## src/rtl/ram_sp_arbiter.sv

```systemverilog
// Round-robin arbiter sharing one single-port byte-masked RAM between requesters A and B,
// with an optional post-reset fill of every word with INIT_VALUE.
module ram_sp_arbiter #(
    parameter int                    DATA_WIDTH = 32,
    parameter int                    DEPTH      = 16,
    parameter int                    INIT_EN    = 1,
    parameter logic [DATA_WIDTH-1:0] INIT_VALUE = '0,
    localparam int                   AW         = (DEPTH > 1) ? $clog2(DEPTH) : 1,
    localparam int                   BW         = DATA_WIDTH / 8
) (
    input  logic                  clock,
    input  logic                  reset,
    output logic                  init_done,

    input  logic                  a_req,
    input  logic                  a_we,
    input  logic [BW-1:0]         a_bwen,
    input  logic [AW-1:0]         a_addr,
    input  logic [DATA_WIDTH-1:0] a_wdata,
    output logic                  a_gnt,
    output logic                  a_rvalid,
    output logic [DATA_WIDTH-1:0] a_rdata,

    input  logic                  b_req,
    input  logic                  b_we,
    input  logic [BW-1:0]         b_bwen,
    input  logic [AW-1:0]         b_addr,
    input  logic [DATA_WIDTH-1:0] b_wdata,
    output logic                  b_gnt,
    output logic                  b_rvalid,
    output logic [DATA_WIDTH-1:0] b_rdata,

    output logic                  ram_cen,
    output logic                  ram_wen,
    output logic [BW-1:0]         ram_bwen,
    output logic [AW-1:0]         ram_addr,
    output logic [DATA_WIDTH-1:0] ram_din,
    input  logic [DATA_WIDTH-1:0] ram_dout
);

    // Requester handshake: x_req is held with its command fields stable until x_gnt is seen
    // high in the same cycle; a granted read answers with a one-cycle x_rvalid pulse next cycle.

    typedef enum logic {
        ST_INIT = 1'b0,
        ST_RUN  = 1'b1
    } state_e;

    localparam logic LAST_A = 1'b0;
    localparam logic LAST_B = 1'b1;
    localparam logic [AW-1:0] LAST_ADDR = AW'(DEPTH - 1);

    state_e          state_q, state_d;
    logic [AW-1:0]   init_cnt_q, init_cnt_d;
    logic            last_q, last_d;
    logic            a_rvalid_q, a_rvalid_d;
    logic            b_rvalid_q, b_rvalid_d;
    logic            a_win, b_win;

    always_comb begin
        state_d    = state_q;
        init_cnt_d = init_cnt_q;
        last_d     = last_q;
        a_rvalid_d = 1'b0;
        b_rvalid_d = 1'b0;
        a_win      = 1'b0;
        b_win      = 1'b0;
        a_gnt      = 1'b0;
        b_gnt      = 1'b0;
        ram_cen    = 1'b0;
        ram_wen    = 1'b0;
        ram_bwen   = '0;
        ram_addr   = '0;
        ram_din    = '0;

        if (!reset) begin
            case (state_q)
                ST_INIT: begin
                    ram_cen  = 1'b1;
                    ram_wen  = 1'b1;
                    ram_bwen = '1;
                    ram_addr = init_cnt_q;
                    ram_din  = INIT_VALUE;
                    if (init_cnt_q == LAST_ADDR) begin
                        state_d    = ST_RUN;
                        init_cnt_d = '0;
                    end else begin
                        init_cnt_d = init_cnt_q + 1'b1;
                    end
                end
                ST_RUN: begin
                    // On a tie the port that did not win last time goes first.
                    a_win = a_req && (!b_req || (last_q == LAST_B));
                    b_win = b_req && !a_win;
                    if (a_win) begin
                        a_gnt      = 1'b1;
                        ram_cen    = 1'b1;
                        ram_wen    = a_we;
                        ram_bwen   = a_we ? a_bwen : '0;
                        ram_addr   = a_addr;
                        ram_din    = a_wdata;
                        a_rvalid_d = !a_we;
                        last_d     = LAST_A;
                    end else if (b_win) begin
                        b_gnt      = 1'b1;
                        ram_cen    = 1'b1;
                        ram_wen    = b_we;
                        ram_bwen   = b_we ? b_bwen : '0;
                        ram_addr   = b_addr;
                        ram_din    = b_wdata;
                        b_rvalid_d = !b_we;
                        last_d     = LAST_B;
                    end
                end
                default: state_d = ST_INIT;
            endcase
        end
    end

    always_ff @(posedge clock) begin
        if (reset) begin
            state_q    <= (INIT_EN != 0) ? ST_INIT : ST_RUN;
            init_cnt_q <= '0;
            last_q     <= LAST_B;
            a_rvalid_q <= 1'b0;
            b_rvalid_q <= 1'b0;
        end else begin
            state_q    <= state_d;
            init_cnt_q <= init_cnt_d;
            last_q     <= last_d;
            a_rvalid_q <= a_rvalid_d;
            b_rvalid_q <= b_rvalid_d;
        end
    end

    // Registered flags may still hold a pulse during the first reset cycle, so mask them.
    assign init_done = !reset && (state_q == ST_RUN);
    assign a_rvalid  = !reset && a_rvalid_q;
    assign b_rvalid  = !reset && b_rvalid_q;
    assign a_rdata   = a_rvalid ? ram_dout : '0;
    assign b_rdata   = b_rvalid ? ram_dout : '0;

endmodule
```

## config.mk

```make
export PLATFORM = sky130hd
export DESIGN_NAME = ram_sp_arbiter
export DESIGN_NICKNAME = d
export VERILOG_FILES = /design/src/rtl/ram_sp_arbiter.sv
export SDC_FILE = /design/constraint.sdc
export NUM_CORES = 1
export LEC_CHECK = 0
export ABC_AREA = 1
export CAP_MARGIN = 20
export CORE_AREA = 2 2 88 90
export DETAILED_ROUTE_END_ITERATION = 16
export DIE_AREA = 0 0 90 92
export GPL_TIMING_DRIVEN = 0
export HOLD_SLACK_MARGIN = 0.02
export PLACE_DENSITY = 0.82
export REMOVE_ABC_BUFFERS = 1
export SYNTH_ARGS = -nofsm -noshare
export SYNTH_HDL_FRONTEND = slang
export SYNTH_SLANG_ARGS = --single-unit
```

## constraint.sdc

```tcl
create_clock -name clock -period 2.35 [get_ports clock]
set_input_delay 0.705 -clock clock [delete_from_list [all_inputs] [get_ports clock]]
set_output_delay 0.705 -clock clock [all_outputs]
set_load 0.1 [all_outputs]
```

Word level (Yosys, flattened, before mapping)
Index checks and enable logic that the tools add are counted. Widths: inputs -> output; s select.

Add/sub/neg operators: 1. Equality and inequality tests: 1. Multiplexer cells: 35. Bitwise gates (word level): 3. Reduce and logical (&&, ||, !) cells: 15.

Operators by type and width (number): $mux 32 (5); $pmux 32 s2 (1); $mux 4 (9); $mux 1 (16); $pmux 4 s2 (2); $logic_and 1x1->1 (5); $logic_not 1->1 (5); $add 4x1->4 const B (1); $eq 4x4->1 const B (1); $pmux 1 s2 (2); $reduce_or 4->1 (1); $not 1->1 (3); $reduce_or 3->1 (1); $reduce_and 2->1 (1); $reduce_bool 2->1 (1); $logic_or 1x1->1 (1).

Register bits: 8. Input bits: 118. Word-level logic and storage cells: 60.

Longest topological paths before layout
Gate-level depths: netlist of run 1.

Depth after elaboration: 9. Depth in mapped cells: 7. Mapped depth without buffers: 6.

Worst setup path before layout of run 1
Ideal clock, no wire load.

Path type: input to output. Start point: in a_req. End point: out ram_cen. Arrival: 2.599 ns. Path slack: -0.954 ns. Cell stages on the path: 3. Cells stage by stage: buf_2 nand2_1 a31oi_1.

Longest elaborated chain between the ends: 7.

Ends and longest elaborated chain: start, declared (RTL line 15) `input logic a_req,`; $logic_and 1x1->1 (*) (RTL line 93) `a_win = a_req && (!b_req || (last_q == LAST_B));`; $logic_not 1->1 (RTL line 94) `b_win = b_req && !a_win;`; $logic_and 1x1->1 (RTL line 94); $mux 1 (RTL line 104) `end else if (b_win) begin`; $mux 1 (*) (RTL line 95) `if (a_win) begin`; $pmux 1 s2 (*) (RTL line 77) `case (state_q)`; $mux 1 (*) (RTL line 76) `if (!reset) begin`; end, declared (RTL line 33) `output logic ram_cen,`.

Mark *: on every way between the ends. The rest lies on a longest branch, timed or not.

Worst setup path after layout of run 1
Start point: in a_req. End point: out ram_din[8].

Longest elaborated chain between the ends: 7.

Ends and longest elaborated chain: $logic_and 1x1->1 (*) (RTL line 93); $logic_not 1->1 (RTL line 94); $logic_and 1x1->1 (RTL line 94); $mux 32 (RTL line 104); $mux 32 (*) (RTL line 95); $pmux 32 s2 (*) (RTL line 77); $mux 32 (*) (RTL line 76); end, declared (RTL line 37) `output logic [DATA_WIDTH-1:0] ram_din,`.

Marked as above.

==> summary.md, run 1 <==
| Metric | Value |
|---|---|
| First-pass GRT wire length | `14.4 mm` |
| Setup Skew | `0.000881 ns` |
| Final net count | `688` |
| Crit-path cells | `buf_12 -> a21oi_4 -> buf_12 -> nand2_8 -> clkinv_8 -> nand2_1 -> nand2_2 -> buf_12` |
| Final Util | `70.2%` |
| Initial antenna violation count | `0` |
| FP Rows | `32` |
| Die H | `92 microns` |
| Placer congestion estimate | `0.735` |
| Fill cells | `516` |
| TritonCTS Sinks | `8` |
| Hold Slack | `0.511 ns` |
| CTS Buffer Depth | `2` |
| Crit path max-delay family | `buffers and inverters` |
| Die X | `90 microns` |
| Core box area | `0.00745 sq mm` |
| Final-report max-slew violation count | `0` |
| Post-Syn Area | `0.00146 sq mm` |
| CP arrival | `1.71 ns` |
| Sequential-to-total area share from yosys stat | `11.0%` |
| LEAKAGE | `2.63 nW` |
| DP Wirelength | `5.75 mm` |
| Via/cell ratio | `4.55` |
| Post-route insts no fill | `669` |
| Cell variety after synth | `21` |
| N_diodes | `0` |
| Outcome | `complete, but fails checks` |
| Total grt overflow | `0` |
| Multi-input logic area | `0.00156 sq mm` |
| Die Area | `0.00828 sq mm` |
| Placed cells | `635` |
| Avg WL per Cell | `15.3 microns` |
| Power density cells | `140 mW/mm^2` |
| EDFF count, synth | `0` |
| Vias | `3,047` |
| CTS buffer count | `3` |
| Unrepaired setup endpoints after global routing | `true` |
| Final setup violation count | `38` |
| Register area | `164 sq um` |
| Cts hold-fix bufs | `0` |
| Synth Instances | `320` |
| Worst-path clk slew | `0.04 ns` |
| Maximum clock frequency | `414 MHz` |
| WP buf/inv | `4` |
| VDD IR max | `0.176 mV` |
| Part of the cycle the worst path needs | `103%` |
| Ys async rst share | `0%` |
| Gr usage total | `21.6%` |
| ANT nets after route | `0` |
| Maxcap violations | `0` |
| Slowest stage cell, crit path | `buf_12` |
| Initial drt markers | `49` |
| CTS tree | `done` |
| Largest net degree at the start of global routing | `34` |
| Layout cell share with drive strength beyond 1 | `46.6%` |
| Synth top area cells | `nand2_1, nor2_1, inv_1` |
| Count leader, synth | `nand2_1` |
| Ports | `229` |
| First-pass DRT Iterations | `4` |
| Synth Area per Inst | `4.56 sq um` |
| Worst skew pair latency | `0.23 ns` |
| Slew @ Worst Pin | `0.499 ns` |
| Final WL | `10.2 mm` |
| Crit-path max FO | `5` |
| Number of synthesized register bits | `8` |
| Number of global-route vias before repair | `3,032` |
| Slowest Stage Delay on Critical Path | `0.18 ns` |
| Most frequent CP cell | `buf_12` |
| Layout area overhead | `259%` |
| PortBufs | `228` |
| Yosys Warn Count | `0` |
| Yosys top cell by area | `nand2_1` |
| Violated checks | `setup timing` |
| R2R Setup Slk | `1.28 ns` |
| Root Driver | `clkbuf_8` |
| CP required | `1.64 ns` |
| Final setup margin | `-0.0662 ns` |
| Initial Utilization | `19.6%` |
| Post-synth top area share | `34.5%` |
| Synth top cells by count | `nand2_1, nor2_1, inv_1, nand3_1, dfxtp_1` |
| DRC errors left | `0` |
| Hold Crit Class | `reg -> reg` |
| Period minus WS final | `2.42 ns` |
| Worst setup SP type | `primary input` |
| Post-synth top flop | `dfxtp_1` |
| H-Tree Depth | `1` |
| Hold Vio Cnt, Final | `0` |
| Critical path capture point type | `primary output` |
| WS Path Type | `in -> out` |
| Slew margin rel. | `66.9%` |
==> sequential cells by signal, summed over array words and instances, names as in the netlist <==
signal / count
b_rvalid_q: 1
a_rvalid_q: 1
last_q: 1
state_q: 1
init_cnt_q: 4
==> kinds of logic after synthesis <==
logic type	synth area share, %
buf+inv	21.0
compound gates	4.29
flops	11.0
simple gates	62.8
fa+ha+maj	0.858
==> metal layers <==
metal	track usage [%]	vias up	wire length, microns
met5	0	-	0
met2	41.9	197	5620
met3	6.74	36	888
met4	10.8	0	398
li1	-	1437	-
met1	20.3	1377	3330
==> what timing repair did <==
action | CTS | global route
cloned | 12 | 1
pin swaps | 37 | 15
gates resized for setup | 977 | 84
endpoints found under the hold margin | 0 | 0
setup endpoints to repair | 111 | 86
buffers inserted | 13 | 6
==> where the power goes <==
| group | internal, W | switching (W) |
|---|---|---|
| Combinational | 0.000241 | 0.000182 |
| Clock | 0.000111 | 0.0000549 |
| Sequential | 0.000140 | 0.00000520 |
==> layout make-up <==
class / count / area share [%]
Sequential cell: 8 / 3.13
Timing Repair inverter: 7 / 2.18
Timing Repair Buffer: 246 / 57.2
Clock buffer: 3 / 0.789
Inverter: 55 / 4.40
Multi-Input combinational cell: 248 / 29.9
Tap cell: 102 / 2.44
==> metrics by stage <==
| step | total power (W) | cell area, sq um | worst slack, ns | TNS (ns) |
|---|---|---|---|---|
| floorplan | 0.000254 | 1360 | -1.20 | -118.26 |
| global placement | 0.000476 | 3770 | -2.18 | -213.30 |
| detailed placement | 0.000481 | 3770 | -2.21 | -218.20 |
| CTS | 0.000704 | 4870 | -0.0657 | -0.684 |
| global route | 0.000766 | 5230 | -0.116 | -3.28 |
| finish | 0.000734 | 5230 | -0.0662 | -1.11 |
==> final timing paths <==
| kind | startpoint | to | cells after the start |
|---|---|---|---|
| max | a_req | ram_din[8] | 8 |
| min | init_cnt_q[3]$_SDFFE_PP0N_ | init_cnt_q[3]$_SDFFE_PP0N_ | 2 |
| max reg2reg | last_q$_SDFFE_PP1P_ | a_rvalid_q$_SDFF_PN0_ | 5 |
| min reg2reg | init_cnt_q[3]$_SDFFE_PP0N_ | init_cnt_q[3]$_SDFFE_PP0N_ | 2 |
==> layout by cell type (no fill, tap or decap), types with 2 or more instances in the layout <==
| master | instances |
|---|---|
| clkdlybuf4s50_1 | 102 |
| nand3_2 | 7 |
| inv_1 | 44 |
| inv_2 | 7 |
| nand2_2 | 31 |
| dlygate4sd2_1 | 5 |
| a21oi_1 | 4 |
| buf_6 | 60 |
| buf_12 | 46 |
| nand3_1 | 10 |
| dlymetal6s2s_1 | 5 |
| nor2_2 | 28 |
| o21ai_0 | 3 |
| clkdlybuf4s15_1 | 2 |
| buf_8 | 7 |
| buf_4 | 18 |
| nor2_4 | 5 |
| nand2_4 | 30 |
| clkinv_8 | 8 |
| clkbuf_8 | 3 |
| nand2_1 | 72 |
| nand2_8 | 6 |
| nor2_1 | 44 |
| dfxtp_1 | 7 |
==> worst register-to-register path, stage by stage (launching register included) <==
cell and delay, ns:
dfxtp_1 0.40, inv_2 0.06, nand2_4 0.12, nand2_8 0.12
buf_4 0.15, nor3_1 0.13
No activity file was read; power rests on OpenSTA's default activity.
==> inputs of run 2 (changes only) <==
ABC_AREA = unset   (was 1)
CORE_AREA = 2 2 89 91   (was 2 2 88 90)
DIE_AREA = 0 0 91 93   (was 0 0 90 92)
PLACE_DENSITY = 0.78   (was 0.82)
SLEW_MARGIN = 0   (was unset)
==> run 2 against run 1 <==
- the run still ends with setup timing left
- first-iteration DRC count grew 65%
- routed wire length grew 24%
- clock power is essentially flat
- critical endpoint is now ram_din[31]
- largest power group unchanged
- die area grew 2.2%
- synthesized area shrank 12%
- register-to-register slack lost 0.41 ns
- critical path type unchanged
==> summary.md, run 2 <==
| Metric | Value |
|---|---|
| Initial drt markers | `81 (+65%)` |
| Hold Slack | `0.582 ns (+0.0711 ns)` |
| PortBufs | `228 (unchanged)` |
| Cts hold-fix bufs | `0 (unchanged)` |
| Die Area | `0.00846 sq mm (+2.2%)` |
| Final WL | `12.6 mm (+24%)` |
| Setup TNS | `-6.87 ns (-5.75 ns)` |
| Avg WL per Cell | `23.8 microns (+56%)` |
| Violated checks | `setup timing` |
| Final net count | `549 (-20%)` |
| LEAKAGE | `2.20 nW (-16%)` |
| DP Wirelength | `6.56 mm (+14%)` |
| Total grt overflow | `0 (unchanged)` |
| CP arrival | `1.88 ns (+0.17 ns)` |
| Die X | `91 microns (+1.1%)` |
| CTS Buffer Depth | `2 (unchanged)` |
| Initial antenna violation count | `1 (+1)` |
| Hold Crit Class | `reg -> reg` |
| Placer congestion estimate | `0.793 (+7.8%)` |
| Slew @ Worst Pin | `0.484 ns (-0.0154 ns)` |
| ANT nets after route | `0 (unchanged)` |
| CTS tree | `done` |
| Final setup margin | `-0.231 ns (-0.165 ns)` |
| Post-synth top flop | `dfxtp_1` |
| Number of global-route vias before repair | `2,400 (-21%)` |
| First-pass DRT Iterations | `4 (unchanged)` |
| Power density cells | `139 mW/mm^2 (-0.63%)` |
| Yosys Warn Count | `0 (unchanged)` |
| Commonest non-fill, non-tap cells in the layout | `clkdlybuf4s50_1, buf_12, and2_1` |
| WS Path Type | `in -> out` |
| Critical path capture point type | `primary output` |
| Part of the cycle the worst path needs | `110% (+7.0 points)` |
| Worst Hold Path Cells | `2 (unchanged)` |
| Multi-input logic area | `0.00141 sq mm (-9.9%)` |
| Vias | `2,643 (-13%)` |
| Max reg flops | `4 (unchanged)` |
| Synth Area per Inst | `7.66 sq um (+68%)` |
| Maximum clock frequency | `387 MHz (-6.4%)` |
| Fill cells | `515 (-0.19%)` |
| Register area | `164 sq um (unchanged)` |
| Cell variety after synth | `25 (+19%)` |
| Post-route insts no fill | `531 (-21%)` |
| Critical path endpoint | `ram_din[31]` |
| Slew margin rel. | `67.9% (+1.0 points)` |
| Via/cell ratio | `4.98 (+9.3%)` |
| FP Rows | `32 (unchanged)` |
| Worst-path clk slew | `0.04 ns (about the same)` |
| Layout area overhead | `302%` |
| Largest reg by FF count | `init_cnt_q` |
| Worst setup SP type | `primary input` |
| Period minus WS final | `2.58 ns (+0.165 ns)` |
| Outcome | `complete, but fails checks` |
| Worst skew pair latency | `0.23 ns (about the same)` |
| Synth top area cells | `and2_1, a22o_1, dfxtp_1` |
| Maxcap violations | `0 (unchanged)` |
| Gr usage total | `23.1% (+1.5 points)` |
| CTS buffer count | `3 (unchanged)` |
| FF-to-FF path depth | `6 (+1)` |
| Unrepaired setup endpoints after global routing | `true` |
| Yosys top cell by area | `and2_1` |
| Root Driver | `clkbuf_8` |
| Ports | `229 (unchanged)` |
| Hold path start | `init_cnt_q[3]$_SDFFE_PP0N_` |
| Initial Utilization | `17.1% (-2.5 points)` |
| EDFF count, synth | `0 (unchanged)` |
| Largest net degree at the start of global routing | `18 (-47%)` |
| Final Util | `68.7% (-1.5 points)` |
| CP required | `1.64 ns (about the same)` |
| Place WS | `-2.05 ns (+0.161 ns)` |
| Placed cells | `482 (-24%)` |
| Core box area | `0.00753 sq mm (+1.1%)` |
| Most common cell after layout, fill and taps aside | `clkdlybuf4s50_1` |
| Hold Vio Cnt, Final | `0 (unchanged)` |
| First-pass GRT wire length | `15.0 mm (+3.9%)` |
| Final-report max-slew violation count | `0 (unchanged)` |
| Layout cell share with drive strength beyond 1 | `49.3% (+2.7 points)` |
| Ys async rst share | `0% (unchanged)` |
| Final setup violation count | `73 (+92%)` |
| Synth top cells by count | `and2_1, a22o_1, a221o_1, dfxtp_1` |
| H-Tree Depth | `1 (unchanged)` |
| Post-Syn Area | `0.00129 sq mm (-12%)` |
| Synth Instances | `168 (-48%)` |
| Crit path from | `reset` |
| RR Endpoint | `b_rvalid_q$_SDFF_PP0_` |
| Sequential-to-total area share from yosys stat | `12.4% (+1.5 points)` |
| R2R Setup Slk | `0.87 ns (-0.41 ns)` |
| Worst r2r src | `state_q$_SDFF_PP0_` |
| Post-synth top area share | `33.0% (-1.5 points)` |
| Count leader, synth | `and2_1` |
| Number of synthesized register bits | `8 (unchanged)` |
| VDD IR max | `0.272 mV (+54%)` |
| Die H | `93 microns (+1.1%)` |
| TritonCTS Sinks | `8 (unchanged)` |
| Crit-path max FO | `7 (+2)` |
| Setup Skew | `0.00127 ns (+0.000394 ns)` |
| DRC errors left | `0 (unchanged)` |
[run 2: changes by cell type after synthesis, sizes merged, moves of 2 or more]
cell | before | now
and4b | 0 | 3
o21ai | 4 | 0
nand3 | 18 | 2
and2 | 0 | 68
a31oi | 1 | 3
a22o | 0 | 32
clkbuf | 2 | 7
buf | 13 | 9
inv | 54 | 0
nand2 | 136 | 1
and3 | 0 | 2
nor2b | 0 | 6
nor2 | 75 | 7
a221o | 0 | 8
[run 2: how the worst min path moves through the flow]
stage	end	slack (ns)
finish	state_q$_SDFF_PP0_	0.58
floorplan	init_cnt_q[1]$_SDFFE_PP0N_	0.52
global placement	init_cnt_q[1]$_SDFFE_PP0N_	0.55
global route	init_cnt_q[1]$_SDFFE_PP0N_	0.61
CTS	init_cnt_q[1]$_SDFFE_PP0N_	0.56
detailed placement	init_cnt_q[1]$_SDFFE_PP0N_	0.56
[run 2: per-layer routing]
metal | track usage (%) | part of all wire [%] | vias up
met2 | 41.4 | 51 | 139
met1 | 27.9 | 39 | 1307
met4 | 6.57 | 3.6 | 0
met5 | 0 | 0 | -
met3 | 4.75 | 6.6 | 36
li1 | - | - | 1161
[run 2: what timing repair did]
action,4_1_cts,5_1_grt
endpoints found under the setup margin,111,109
pin swaps,31,26
cloned,12,3
buffers inserted,19,11
resized for setup,892,136
[run 2: where the power goes]
part / internal [W] / total (W) / switching, W / leakage [nW]
Combinational: 0.000243 / 0.000408 / 0.000165 / 2.11
Clock: 0.000111 / 0.000167 / 0.0000558 / 0.0216
Sequential: 0.000140 / 0.000147 / 0.00000696 / 0.0659
Total: 0.000494 / 0.000722 / 0.000228 / 2.20
[run 2: cell type report]
class / count / share of cell area (%)
Tap cell: 102 / 2.47
Sequential cell: 8 / 3.17
Clock buffer: 3 / 0.798
Antenna cell: 1 / 0.0484
Timing Repair Buffer: 260 / 66.3
Multi-Input combinational cell: 157 / 27.2
[run 2: through the flow]
step | total power (W) | cell area (sq um)
3_5_place_dp | 0.000477 | 3600
4_1_cts | 0.000696 | 4470
2_1_floorplan | 0.000245 | 1190
5_1_grt | 0.000742 | 5170
6_report | 0.000722 | 5170
3_3_place_gp | 0.000472 | 3600
[run 2: cells by family after synthesis]
group | Yosys count | synth area share, %
flops | 8 | 12.4
compound gates | 49 | 32.2
fa+ha+maj | 1 | 0.972
simple gates | 92 | 45.1
buf+inv | 16 | 7.87
mux | 1 | 0.777
xor+xnor | 1 | 0.680
[run 2: worst max-delay path: stages]
cell and delay [ns]:
buf_16 0.11, nor2b_4 0.17, and3_4 0.29, buf_6 0.16, a22o_1 0.23, buf_12 0.20
==> inputs of run 3 (changes only) <==
SKIP_LAST_GASP = 1   (was unset)
==> run 3 against run 2 <==
- the run still ends with setup timing left
- non-clock buffer count shrank 1
- sequential power is essentially flat
- global-route usage down 0.89 points
- combinational power decreased by 1%
- critical path type unchanged
- design area down 4.1%
- clock skew is essentially flat
- first-iteration DRC count down 20%
- core utilization fell by 2.8 points
- sequential cell count unchanged
- clock power about the same
- clock-buffer cell count stayed put
- largest cell class unchanged
==> summary.md, run 3 (same netlist as run 2, synthesis figures left out) <==
| Metric | Value |
|---|---|
| N_diodes | `0 (-1)` |
| ANT nets after route | `0 (unchanged)` |
| WHS Endpoint | `init_cnt_q[1]$_SDFFE_PP0N_` |
| Part of the cycle the worst path needs | `109% (-0.61 points)` |
| Die Area | `0.00846 sq mm (unchanged)` |
| Core box area | `0.00753 sq mm (unchanged)` |
| Setup Skew | `0.00105 ns (-0.000225 ns)` |
| First-pass DRT Iterations | `4 (unchanged)` |
| CTS buffer count | `3 (unchanged)` |
| Critical path capture point type | `primary output` |
| Comb power frac | `56.3% (-0.2 points)` |
| R2R Setup Slk | `0.88 ns (about the same)` |
| Hold Slack | `0.582 ns (-0.000328 ns)` |
| WS Path Type | `in -> out` |
| Slowest Stage Delay on Critical Path | `0.29 ns (about the same)` |
| PortBufs | `228 (unchanged)` |
| Worst skew pair latency | `0.23 ns (about the same)` |
| Vias | `2,516 (-4.8%)` |
| FP Rows | `32 (unchanged)` |
| Placed cells | `482 (unchanged)` |
| Violated checks | `setup timing` |
| Slew margin rel. | `67.8% (-0.17 points)` |
| Gr usage total | `22.2% (-0.89 points)` |
| Post-route cell area | `0.00496 sq mm (-4.1%)` |
| Slew @ Worst Pin | `0.487 ns (+0.00264 ns)` |
| Sw frac | `30.9% (-0.67 points)` |
| Initial drt markers | `65 (-20%)` |
| Avg WL per Cell | `21.9 microns (-8.2%)` |
| Largest net degree at the start of global routing | `18 (unchanged)` |
| DRC errors left | `0 (unchanged)` |
| Most common cell after layout, fill and taps aside | `clkdlybuf4s50_1` |
| CTS tree | `done` |
| Placed Area | `0.00360 sq mm (unchanged)` |
| RR Endpoint | `b_rvalid_q$_SDFF_PP0_` |
| DP Wirelength | `6.56 mm (unchanged)` |
| Final net count | `548 (-0.18%)` |
| FF-to-FF path depth | `6 (unchanged)` |
| CP arrival | `1.86 ns (-0.02 ns)` |
| Die H | `93 microns (unchanged)` |
| Outcome | `complete, but fails checks` |
| Commonest non-fill, non-tap cells in the layout | `clkdlybuf4s50_1, buf_12, and2_1` |
| Hold Crit Class | `reg -> reg` |
| Seq pwr share | `20.5% (+0.2 points)` |
| Post-route insts no fill | `529 (-0.38%)` |
| Worst Hold Path Cells | `2 (unchanged)` |
| Cts hold-fix bufs | `0 (unchanged)` |
| Final WL | `11.6 mm (-8.6%)` |
| Clk network pwr share | `23.2% (about the same)` |
| Maximum clock frequency | `390 MHz (+0.56%)` |
| Layout area overhead | `286%` |
| Layout cell share with drive strength beyond 1 | `45.4% (-3.9 points)` |
| Number of global-route vias before repair | `2,389 (-0.46%)` |
| Final setup violation count | `75 (+2.7%)` |
| Fill cells | `566 (+9.9%)` |
| Worst-path clk slew | `0.04 ns (about the same)` |
| Worst setup SP type | `primary input` |
| Maxcap violations | `0 (unchanged)` |
| Die X | `91 microns (unchanged)` |
| Internal | `0.000495 W (+0.22%)` |
| Initial antenna violation count | `0 (-1)` |
| H-Tree Depth | `1 (unchanged)` |
| Slowest stage cell, crit path | `and3_4` |
| Total grt overflow | `0 (unchanged)` |
| Via/cell ratio | `4.76 (-4.4%)` |
| First-pass GRT wire length | `14.6 mm (-2.7%)` |
| Final-report max-slew violation count | `0 (unchanged)` |
| WP buf/inv | `3 (unchanged)` |
| Hold path start | `init_cnt_q[1]$_SDFFE_PP0N_` |
| Unrepaired setup endpoints after global routing | `true` |
| NetSw | `0.000221 W (-2.9%)` |
| CTS Buffer Depth | `2 (unchanged)` |
| Root Driver | `clkbuf_8` |
| Power density cells | `144 mW/mm^2 (+3.5%)` |
| Max reg flops | `4 (unchanged)` |
| Crit-path max FO | `7 (unchanged)` |
| LEAKAGE | `2.13 nW (-3.3%)` |
| Crit-path cells | `buf_16 -> nor2b_4 -> and3_4 -> buf_6 -> a22o_1 -> buf_12` |
| Hold Vio Cnt, Final | `0 (unchanged)` |
| Worst r2r src | `state_q$_SDFF_PP0_` |
| Crit path max-delay family | `buffers and inverters` |
| Placer congestion estimate | `0.793 (unchanged)` |
| VDD IR max | `0.271 mV (-0.47%)` |
| Initial Utilization | `17.1% (unchanged)` |
| Ports | `229 (unchanged)` |
| Final setup margin | `-0.217 ns (+0.0143 ns)` |
| Period minus WS final | `2.57 ns (-0.0143 ns)` |
| Largest reg by FF count | `init_cnt_q` |
| TritonCTS Sinks | `8 (unchanged)` |
| CP required | `1.64 ns (about the same)` |
==> run 3: cell types whose count changed in the layout (fill, tap and decap cells not counted), sizes merged <==
cell | before | now
clkbuf | 3 | 5
diode | 1 | 0
buf | 147 | 144
==> run 3: cell type report <==
type                    instances  area, sq um  share of cell area, %
repair buffers                259         3280                   66.1
multi-input cells             157         1350                   27.2
flip-flops and latches          8          164                   3.30
well taps                     102          128                   2.57
clock buffers                   3         41.3                  0.832
==> run 3: what timing repair did <==
action / CTS / global route
gates cloned: 12 / 3
buffers inserted: 19 / 10
gates resized for setup: 823 / 157
endpoints found under the setup margin: 111 / 109
pin swaps: 31 / 20
==> run 3: stage by stage <==
| step | setup WS (ns) | TNS, ns | util (%) | power, W |
|---|---|---|---|---|
| floorplan | -2.00 | -188.05 | - | 0.000245 |
| global placement | -2.48 | -237.65 | 47.8 | 0.000472 |
| detailed placement | -2.05 | -212.61 | 47.8 | 0.000477 |
| CTS | -0.190 | -7.83 | 55.5 | 0.000693 |
| global route | -0.252 | -9.90 | 65.9 | 0.000738 |
| finish | -0.217 | -7.47 | 65.9 | 0.000716 |
==> run 3: routing by layer <==
metal  vias up  wire length, microns  global-route usage (%)
met3        19                   803                    7.01
met4         0                   203                    4.55
li1       1156                     -                       -
met2       122                  5960                    39.8
met1      1219                  4600                    26.1
met5         -                     0                       0
==> run 3: power by group through the flow <==
| stage | logic, W | clock network [W] | registers [W] |
|---|---|---|---|
| global route | 0.000417 | 0.000173 | 0.000148 |
| global placement | 0.000323 | 0 | 0.000149 |
| floorplan | 0.0000968 | 0 | 0.000148 |
| finish | 0.000403 | 0.000166 | 0.000147 |
| CTS | 0.000380 | 0.000166 | 0.000147 |
| detailed placement | 0.000327 | 0 | 0.000149 |
==> run 3: how the worst max path moves through the flow <==
stage | end | cells past startpoint | slack [ns] | from
after floorplan | a_rdata[0] | 2 | -2.00 | reset
after global placement | b_rdata[23] | 4 | -2.48 | reset
after detailed placement | b_rdata[23] | 4 | -2.05 | reset
after CTS | ram_din[25] | 6 | -0.19 | reset
after global routing | ram_din[31] | 6 | -0.25 | reset
final | ram_din[31] | 6 | -0.22 | reset
==> run 3: worst reg2reg max path: stages (launching register included) <==
cell and delay, ns:
dfxtp_4 0.43, nor2b_4 0.24, and3_4 0.29, buf_6 0.13, buf_4 0.10, buf_4 0.10, nor2b_1 0.11
